## config.mk

```make
export PLATFORM = sky130hd
export DESIGN_NAME = g_hazard_scoreboard
export DESIGN_NICKNAME = d
export VERILOG_FILES = /design/src/rtl/g_hazard_scoreboard.sv
export SDC_FILE = /design/constraint.sdc
export NUM_CORES = 1
export LEC_CHECK = 0
export BUFFER_PORTS_ARGS = -buffer_cell sky130_fd_sc_hd__buf_2
export CORE_MARGIN = 2
export CORE_UTILIZATION = 54
export CTS_CLUSTER_DIAMETER = 150
export DETAILED_ROUTE_END_ITERATION = 8
export PLACE_DENSITY = 0.77
export SYNTH_ARGS = -nofsm -noshare
export SYNTH_HDL_FRONTEND = slang
export SYNTH_SLANG_ARGS = --single-unit
```

## constraint.sdc

```tcl
create_clock -name clk -period 3.24 [get_ports clk]
set_input_delay 0.324 -clock clk [delete_from_list [all_inputs] [get_ports clk]]
set_output_delay 0.324 -clock clk [all_outputs]
set_load 0.01 [all_outputs]
```

## src/rtl/g_hazard_scoreboard.sv

```systemverilog
// ---------------------------------------------------------------------------
// g_hazard_scoreboard
//   Stall controller for a 5-stage MIPS pipeline. It takes the D-stage
//   instruction-class flags and register fields, keeps its own shadow records
//   of the instructions now in E and M ({valid, dst, tnew}), and raises stall
//   when a D-stage source still waits on a result that forwarding cannot
//   supply in time. It also counts stalled cycles, saturating at all-ones.
//
// Ports
//   clk, reset_n              clock, asynchronous active-low reset
//   load/store/cal_r/cal_i    D-stage class flags (lw / sw / add,sub / ori,lui)
//   branch/lui/j_r/j_addr     D-stage class flags (beq / lui / jr / jal)
//   rs_d, rt_d, rd_d          D-stage register fields
//   stall                     RAW hazard: hold PC and IF/ID, bubble ID/EX
//   en_pc, en_fd              PC and IF/ID write enables (= ~stall)
//   flush_de                  insert a nop into ID/EX (= stall)
//   stall_cnt                 stalled cycles since reset (saturating)
// ---------------------------------------------------------------------------
module g_hazard_scoreboard #(
    parameter int CNT_W = 32
) (
    input  logic             clk,
    input  logic             reset_n,
    input  logic             load,
    input  logic             store,
    input  logic             cal_r,
    input  logic             cal_i,
    input  logic             branch,
    input  logic             lui,
    input  logic             j_r,
    input  logic             j_addr,
    input  logic [4:0]       rs_d,
    input  logic [4:0]       rt_d,
    input  logic [4:0]       rd_d,
    output logic             stall,
    output logic             en_pc,
    output logic             en_fd,
    output logic             flush_de,
    output logic [CNT_W-1:0] stall_cnt
);

    // tnew: cycles until the producer's result can be forwarded.
    typedef struct packed {
        logic       valid;
        logic [4:0] dst;
        logic [1:0] tnew;
    } rec_t;

    rec_t             e_q, e_d;
    rec_t             m_q, m_d;
    logic [CNT_W-1:0] stall_cnt_q, stall_cnt_d;

    logic       rs_use, rt_use;
    logic [1:0] rs_tuse, rt_tuse;
    logic       d_valid;
    logic [4:0] d_dst;
    logic [1:0] d_tnew;

    // A source must wait if a producer in E or M holds its register and the
    // result appears later than the consumer needs it. $0 never hazards.
    function automatic logic src_hazard(input logic       use_src,
                                        input logic [4:0] src,
                                        input logic [1:0] tuse,
                                        input rec_t       e_rec,
                                        input rec_t       m_rec);
        return use_src && (src != 5'd0) &&
               ((e_rec.valid && (e_rec.dst == src) && (e_rec.tnew > tuse)) ||
                (m_rec.valid && (m_rec.dst == src) && (m_rec.tnew > tuse)));
    endfunction

    always_comb begin
        // NOTE: every signal assigned in this block gets a default first, so
        // no path leaves a value unassigned and no latch is inferred.
        rs_use  = 1'b0;
        rs_tuse = 2'd0;
        rt_use  = 1'b0;
        rt_tuse = 2'd0;
        d_valid = 1'b0;
        d_dst   = 5'd0;
        d_tnew  = 2'd0;

        // lui carries the cal_i flag but never reads rs.
        if (branch || j_r) begin
            rs_use  = 1'b1;
            rs_tuse = 2'd0;
        end else if (cal_r || (cal_i && !lui) || load || store) begin
            rs_use  = 1'b1;
            rs_tuse = 2'd1;
        end

        // A store only needs its data operand once it reaches M.
        if (branch) begin
            rt_use  = 1'b1;
            rt_tuse = 2'd0;
        end else if (cal_r) begin
            rt_use  = 1'b1;
            rt_tuse = 2'd1;
        end else if (store) begin
            rt_use  = 1'b1;
            rt_tuse = 2'd2;
        end

        if (cal_r) begin
            d_valid = 1'b1;
            d_dst   = rd_d;
            d_tnew  = 2'd1;
        end else if (cal_i || load) begin
            d_valid = 1'b1;
            d_dst   = rt_d;
            d_tnew  = load ? 2'd2 : 2'd1;
        end else if (j_addr) begin
            d_valid = 1'b1;
            d_dst   = 5'd31;
            d_tnew  = 2'd0;
        end

        stall = src_hazard(rs_use, rs_d, rs_tuse, e_q, m_q) ||
                src_hazard(rt_use, rt_d, rt_tuse, e_q, m_q);

        // A stall turns the instruction entering E into a bubble. Writes to $0
        // are dropped so they can never match a consumer.
        if (stall) begin
            e_d = '0;
        end else begin
            e_d.valid = d_valid && (d_dst != 5'd0);
            e_d.dst   = d_dst;
            e_d.tnew  = d_tnew;
        end

        m_d.valid = e_q.valid;
        m_d.dst   = e_q.dst;
        m_d.tnew  = (e_q.tnew == 2'd0) ? 2'd0 : e_q.tnew - 2'd1;

        stall_cnt_d = stall_cnt_q;
        if (stall && (stall_cnt_q != '1)) begin
            stall_cnt_d = stall_cnt_q + CNT_W'(1);
        end
    end

    // NOTE: state is updated with non-blocking assignments so every flop
    // samples the values that existed before this edge.
    always_ff @(posedge clk or negedge reset_n) begin
        if (!reset_n) begin
            e_q         <= '0;
            m_q         <= '0;
            stall_cnt_q <= '0;
        end else begin
            e_q         <= e_d;
            m_q         <= m_d;
            stall_cnt_q <= stall_cnt_d;
        end
    end

    // Records are zero while reset is held, so stall falls to 0 at once.
    assign en_pc     = ~stall;
    assign en_fd     = ~stall;
    assign flush_de  = stall;
    assign stall_cnt = stall_cnt_q;

endmodule

```

== After elaboration in Yosys (flattened, before gate mapping) ==
Cells that the tools add are included.

* Register bits: 48

* Mux-type cells: 21
* Add/subtract/negate cells: 2
* Equal/unequal tests: 5
* Bitwise gates (word level): 1
* Reductions and logical operators: 28
* Order comparisons: 4

{| class="wikitable"
|+ Operator list
! kind !! count
|-
| $add A32 B1 Y32 const B || 1
|-
| $ne A32 B32 Y1 const B || 1
|-
| $eq A5 B5 Y1 || 4
|-
| $logic_and A1 B1 Y1 || 15
|-
| $mux W5 || 3
|-
| $reduce_bool A5 Y1 || 3
|-
| $mux W2 || 7
|-
| $mux W1 || 10
|-
| $gt A2 B2 Y1 || 4
|-
| $logic_or A1 B1 Y1 || 8
|-
| $mux W8 || 1
|-
| $logic_not A2 Y1 || 1
|-
| $sub A2 B1 Y2 const B || 1
|-
| $logic_not A1 Y1 || 1
|-
| $not A1 Y1 || 1
|}

== Longest topological paths before layout ==
Gate-level depths: netlist of run 1.

* Depth in word-level cells: 13
* Mapped depth: 14
* Gate-level depth less buffers: 10

== Worst setup path before layout of run 1 ==
No wires, ideal clock.

* Path kind: in2out
* Start point: in cal_r
* End point: out en_pc
* Stages on the path: 13
* Required time: 2.916 ns
* Arrival time: 2.729 ns
* Setup slack: 0.187 ns
* Cells stage by stage: clkbuf_1 > clkbuf_1 > nor2b_1 > ha_1 > a21boi_0 > nand4_1 > nor4_1 > a41oi_1 > o22ai_2 > buf_4 > buf_2 > inv_1 > buf_4

* Cells in the longest elaborated chain, start to end: 11

{| class="wikitable"
|+ RTL lines
! item !! RTL line !! text
|-
| start, declared || 26 || <nowiki>input logic cal_r,</nowiki>
|-
| $logic_or A1 B1 Y1 (3 in a row) || 86 || <nowiki>end else if (cal_r || (cal_i && !lui) || load || store) begin</nowiki>
|-
| $mux W1 || 86 ||
|-
| $mux W1 || 83 || <nowiki>if (branch || j_r) begin</nowiki>
|-
| $gt A2 B2 Y1, on equally long branches || 67, 68 ||
|-
| $logic_and A1 B1 Y1, on equally long branches || 67, 68 ||
|-
| $logic_or A1 B1 Y1 || 67 || <nowiki>((e_rec.valid && (e_rec.dst == src) && (e_rec.tnew > tuse)) ||</nowiki>
|-
| $logic_and A1 B1 Y1 || 66 || <nowiki>return use_src && (src != 5'd0) &&</nowiki>
|-
| $logic_or A1 B1 Y1 (*) || 117 || <nowiki>stall = src_hazard(rs_use, rs_d, rs_tuse, e_q, m_q) ||</nowiki>
|-
| named net flush_de || 38 || <nowiki>output logic flush_de,</nowiki>
|-
| $not A1 Y1 (*) || -- ||
|-
| end, declared || 36 || <nowiki>output logic en_pc,</nowiki>
|}

The timed path passes the listed nets; every way through them passes the cells marked *.

== Worst setup path after layout of run 1 ==
* Start point: in cal_r
* End point: out en_fd

* Cells in the longest elaborated chain, start to end: 11

{| class="wikitable"
|+ RTL lines
! item !! RTL line !! text
|-
| $logic_or A1 B1 Y1 (3 in a row) || 86 ||
|-
| $mux W1 || 86 ||
|-
| $mux W1 || 83 ||
|-
| $gt A2 B2 Y1, on equally long branches || 67, 68 ||
|-
| $logic_and A1 B1 Y1, on equally long branches || 67, 68 ||
|-
| $logic_or A1 B1 Y1 || 67 ||
|-
| $logic_and A1 B1 Y1 || 66 ||
|-
| $logic_or A1 B1 Y1 (*) || 117 ||
|-
| $not A1 Y1 (*) || 156 || <nowiki>assign en_fd = ~stall;</nowiki>
|-
| end, declared || 37 || <nowiki>output logic en_fd,</nowiki>
|}

Every way passes the cells marked *; elsewhere a longest branch is shown, timed or not.

==> run_results.csv, run 1 <==
group,metric,value,unit
status,status,"finished, final reports clean",
synth,yosysSeqAreaShare,0.4541,
placement,gp_congestion,0.8637,
clock_tree,root_buffer,"clkbuf_8",
clock_tree,post_cts_buffers,0,
global_routing,busiest_layer,"met2",
sta,slew_viol_final,0,
clock_tree,holdBufCountCts,0,
synth,yosysMostFrequentCell,"dfrtp_1",
critical_path,reg2reg_slack,630,ps
synth,synth_top_area_share,0.4541,
die,ios,61,
synth,syn_area,2645,sq um
critical_path,cp_num_buf_inv,3,
clock_tree,clkTransAtPathRegs,80,ps
synth,synth-edff-count,0,
die,die_w,73.99,microns
sta,timing.fmax,348.5,MHz
layout,layout.nets,349,
synth,synthCells,261,
drt,drt_iter0_markers,60,
critical_path,crit_path_frequent_cell,"buf_2",
die,rows,25,
sta,period_needed,2869,ps
synth,synth_commonest_cells,"48 x dfrtp_1, 38 x xnor2_1, 17 x nor2_1, 16 x a21oi_1",
power_and_ir_drop,vdd_drop_max,0.0002878,V
global_routing,track_usage,0.2246,
critical_path,reg2regPathDepth,9,
synth,synth-async-reset-ratio,1.000,
global_routing,grt_start_max_net_pins,49,
clock_tree,cts_resized,0,
placement,io_buffers,60,
critical_path,cp_slowest_cell,"o22ai_2",
synth,synth_cell_type_count,38,
synth,yosysTopAreaCell,"dfrtp_1",
critical_path,r2r_start,"m_q[1]",
critical_path,cp-end-kind,"primary output",
global_routing,use_met2,0.3631,
global_routing,use_met3,0.04743,
global_routing,grt_pass1_vias,2074,
die,die_y,73.99,microns
drt,first_pass_iters,6,
die,core_area,4723,sq um
critical_path,crit_path_max_fanout,17,
drt,num_vias,2149,
critical_path,critPathArrivalTime,2550,ps
clock_tree,cts.htree.levels,2,
global_routing,overflow,0,
synth,avgSynthCellArea,10.13,sq um
clock_tree,cts_made_buffers,5,
flow_run,drv_cap,0,
power_and_ir_drop,power.density,432.0,nW/um^2
global_routing,grt_pass1_wl,9453,microns
critical_path,cp_num_cells,10,
synth,syn-num-nets,291,
clock_tree,clk_latency,300,ps
critical_path,r2r-end,"stall_cnt[16]",
worst_hold_path,worstHoldPathType,"in2async",
sta,skew,8.304,ps
die,start_util,0.5600,
sta,slew_headroom,0.2941,
drt,vias_per_cell,5.553,
sta,worst_pin_slew,1059,ps
critical_path,startpoint,"cal_r",
critical_path,path_delay_family,"compound AO/OA/AOI/OAI gates",
drt,ant_nets,0,
drt,drc_errors,0,
critical_path,crit_type,"in2out",
clock_tree,clockBufferDepth,2,
placement,detailedPlacementHpwl,4352,microns
sta,finalHoldViolations,0,
critical_path,crit_end,"en_fd",
global_routing,globalRouteMet1Util,0.3094,
placement,dpl_worst_slack,268.2,ps
sta,fin_hold_ws,208.6,ps
clock_tree,cts_tree,"yes",
global_routing,antenna_found_initial,0,
drt,finalWirelength,5823,microns
sta,post-route-period-util,0.8856,
clock_tree,cts.sinks,48,
critical_path,max_stage_delay,490,ps
layout,diodes,0,
sta,grt_setup_unrepaired,"no",
critical_path,crit_required,2920,ps
die,dieArea,5474,sq um
synth,ys_seq_elements,48,
power_and_ir_drop,total_leakage_power,1.451,nW
critical_path,start_kind,"input port",
layout,syn_to_final_growth,16.56,%
sta,tns,0,ps
drt,wl_per_cell,15.05,microns
synth,synthFlopType,"dfrtp_1",
critical_path,timing.critical_path.cells,"buf_2 -> nor2b_1 -> ha_1 -> a21boi_0 -> nand4_1 -> nor4_1 -> a41oi_1 -> o22ai_2 -> inv_1 -> buf_2",
layout,drive_gt1_frac,0.2625,
synth,yosys_warnings,0,
sta,worst_slack,370.8,ps
synth,synth_area_leaders,"dfrtp_1 45%, xnor2_1 13%, xor2_1 3.6%",
sta,setup_violations,0,
final cells by class:
| type | count | area [sq um] |
|---|---|---|
| fill | 374 | 1640 |
| clock inverter | 2 | 35.03 |
| multi-input combinational | 193 | 1334 |
| sequential | 48 | 1201 |
| clock buffer | 6 | 72.57 |
| tap | 67 | 83.83 |
| inverter | 7 | 26.28 |
| timing repair buffer | 64 | 330.3 |
sequential cells by signal, indices dropped and copies added (netlist names):
register   flops
e_q            8
m_q            8
stall_cnt     32
report_power, final:
| part | internal [mW] | switching, mW | leakage, nW | total (mW) |
|---|---|---|---|---|
| Sequential | 0.640 | 0.0509 | 0.634 | 0.691 |
| Combinational | 0.0957 | 0.121 | 0.762 | 0.217 |
| Clock | 0.229 | 0.195 | 0.0552 | 0.424 |
| Total | 0.965 | 0.367 | 1.45 | 1.33 |
routing by layer:
metal | part of all wire | up-vias
met5 | 0 | -
met4 | 0.017 | 0
met3 | 0.047 | 13
met2 | 0.48 | 59
met1 | 0.46 | 1039
li1 | - | 1038
cell usage in the layout (no fill, tap or decap), types with 11 or more instances in the layout:
| cell | synthesis | layout |
|---|---|---|
| buf_2 | 1 | 60 |
| xor2_1 | 11 | 11 |
| nand4_1 | 15 | 15 |
| nand2_1 | 14 | 14 |
| dfrtp_1 | 48 | 48 |
| and3_1 | 15 | 15 |
| nor2_1 | 17 | 17 |
| a21oi_1 | 16 | 16 |
| nand3_1 | 15 | 15 |
| xnor2_1 | 38 | 38 |
worst min-delay path by stage:
stage	slack (ps)	cells after the start	from	to
after CTS	240	1	reset_n	m_q[1]
after floorplan	30	0	reset_n	e_q[0]
final	210	1	reset_n	m_q[3]
after global placement	410	0	e_q[7]	m_q[7]
after global routing	300	1	reset_n	m_q[3]
after detailed placement	410	0	e_q[7]	m_q[7]
stage by stage:
| stage | power, mW | utilization | cell area [sq um] | std cells |
|---|---|---|---|---|
| final | 1.332 | 0.6527 | 3083 | 387 |
| after global routing | 1.404 | 0.6527 | 3083 | 387 |
| after CTS | 1.345 | 0.6527 | 3083 | 387 |
| after detailed placement | 0.9189 | 0.6299 | 2975 | 379 |
| after global placement | 0.9110 | 0.6299 | 2975 | 379 |
| after floorplan | 0.8257 | - | 2645 | 261 |
kinds of logic after synthesis:
family | Yosys count | share of synthesized area
flops | 48 | 0.4541
xor+xnor | 49 | 0.1623
compound gates | 29 | 0.06765
mux | 2 | 0.008514
simple gates | 108 | 0.2422
fa+ha+maj | 5 | 0.02365
buf+inv | 20 | 0.04163
Note: power is estimated with default switching activity, not from simulation.
==> run 2: changes to the inputs <==
==> config.mk (replaced) <==
export PLATFORM = sky130hd
export DESIGN_NAME = g_hazard_scoreboard
export DESIGN_NICKNAME = d
export VERILOG_FILES = /design/src/rtl/g_hazard_scoreboard.sv
export SDC_FILE = /design/constraint.sdc
export NUM_CORES = 1
export LEC_CHECK = 0
export CORE_MARGIN = 2
export CORE_UTILIZATION = 50
export CTS_CLUSTER_DIAMETER = 150
export DETAILED_ROUTE_END_ITERATION = 8
export DONT_BUFFER_PORTS = 1
export PLACE_DENSITY = 0.62
export SYNTH_ARGS = -nofsm -noshare
export SYNTH_HDL_FRONTEND = slang
export SYNTH_SLANG_ARGS = --single-unit
==> run_results.csv, run 2 (same netlist as run 1, synthesis figures left out) <==
group,metric,value,unit
die,rows,26,
layout,layout.nets,293,
placement,dp.cells,324,
global_routing,grt_pass1_wl,9114,microns
critical_path,crit_required,2920,ps
placement,io_buffers,0,
global_routing,antenna_found_initial,0,
layout,syn_to_final_growth,7.237,%
sta,slew_headroom,0.5921,
critical_path,start_kind,"register",
sta,worst_pin_slew,611.8,ps
power_and_ir_drop,p_comb_frac,0.134,
drt,ant_nets,0,
layout,drive_gt1_frac,0.1061,
global_routing,grt_start_max_net_pins,49,
clock_tree,cts.htree.levels,2,
clock_tree,cts.sinks,48,
clock_tree,cts_made_buffers,5,
sta,timing.fmax,351.5,MHz
critical_path,crit_path_max_fanout,20,
clock_tree,clkTransAtPathRegs,90,ps
sta,post-route-period-util,0.8781,
power_and_ir_drop,power,1.234,mW
clock_tree,clk_latency,290,ps
drt,num_vias,1908,
clock_tree,cts_resized,0,
power_and_ir_drop,total_leakage_power,1.179,nW
drt,vias_per_cell,5.713,
power_and_ir_drop,power_frac_clock,0.298,
die,die_w,76.73,microns
die,dieArea,5887,sq um
layout,final_cell_mix,"48 x dfrtp_1, 38 x xnor2_1, 17 x nor2_1",
clock_tree,holdBufCountCts,2,
layout,diodes,0,
power_and_ir_drop,pwr-share-seq,0.568,
drt,first_pass_iters,4,
critical_path,crit_type,"reg2out",
sta,skew,3.761,ps
global_routing,grt_pass1_vias,1898,
clock_tree,cts_tree,"yes",
power_and_ir_drop,power_switching_share,0.2775,
clock_tree,root_buffer,"clkbuf_8",
power_and_ir_drop,power.density,435.0,nW/um^2
layout,largest_reg_flops,32,
drt,wl_per_cell,16.53,microns
die,die_y,76.73,microns
clock_tree,clockBufferDepth,2,
layout,fin_cells,334,
worst_hold_path,worstHoldPathType,"in2reg",
placement,detailedPlacementHpwl,4012,microns
clock_tree,post_cts_buffers,0,
sta,period_needed,2845,ps
layout,final_common_cell,"dfrtp_1",
die,ios,61,
placement,gp_congestion,0.9279,
global_routing,track_usage,0.1946,
flow_run,drv_cap,0,
sta,slew_viol_final,0,
power_and_ir_drop,power.switching,0.3424,mW
sta,grt_setup_unrepaired,"no",
sta,tns,0,ps
power_and_ir_drop,vdd_drop_max,0.0002375,V
drt,drt_iter0_markers,98,
die,start_util,0.5179,
die,core_area,5107,sq um
critical_path,cp-end-kind,"primary output",
sta,finalHoldViolations,0,
status,status,"finished, final reports clean",
placement,dpl_worst_slack,543.0,ps
drt,drc_errors,0,
drt,finalWirelength,5521,microns
critical_path,critPathArrivalTime,2520,ps
sta,worst_slack,394.8,ps
sta,setup_violations,0,
global_routing,overflow,0,
power_and_ir_drop,intPower,0.8914,mW
-- run 2: through the flow --
stage	hold slack, ps	instance area, sq um	utilization
after floorplan	28.41	2645	-
after global placement	29.87	2701	0.5289
after detailed placement	29.60	2701	0.5289
final	91.79	2836	0.5554
after CTS	68.69	2836	0.5554
after global routing	60.57	2836	0.5554
-- run 2: final timing paths --
path | slack [ps] | cells past startpoint | to | startpoint
worst max-delay path | 390 | 7 | en_pc | m_q[1]
worst min-delay path | 90 | 1 | e_q[1] | cal_r
worst max register to register | 640 | 8 | stall_cnt[1] | m_q[1]
worst min register to register | 450 | 0 | m_q[3] | e_q[3]
max in group asynchronous | 2500 | 2 | stall_cnt[6] | reset_n
min in group asynchronous | 530 | 2 | stall_cnt[14] | reset_n
-- run 2: area by class of cell --
class                           instances  area [sq um]
Clock buffer                            6         82.58
Clock inverter                          2         15.01
Fill cell                             485          2271
Inverter                                7         26.28
Multi-Input combinational cell        193          1341
Sequential cell                        48          1201
Tap cell                               70         87.58
Timing Repair Buffer                    8         82.58
-- run 2: power by group through the flow --
stage / Combinational, mW / Sequential (mW) / Clock [mW]
final: 0.165 / 0.701 / 0.368
after CTS: 0.167 / 0.702 / 0.390
after global routing: 0.191 / 0.708 / 0.413
after floorplan: 0.127 / 0.699 / 0
after detailed placement: 0.151 / 0.713 / 0
after global placement: 0.148 / 0.714 / 0
-- run 2: per-layer routing --
layer  global-route usage  share of wire  vias up  wire length [microns]
met2               0.3105           0.47       63                   2585
li1                     -              -      921                      -
met3              0.06941          0.070       10                    386
met4              0.07818          0.018        0                    101
met1               0.2407           0.44      914                   2449
met5                    0              0        -                      0
-- run 2: worst max-delay path, stage by stage, from the launching register on --
cell,delay [ps]
dfrtp_1,400
ha_1,300
a21boi_0,210
nand4_1,110
nor4_1,310
a41oi_1,110
o22ai_4,510
inv_1,270
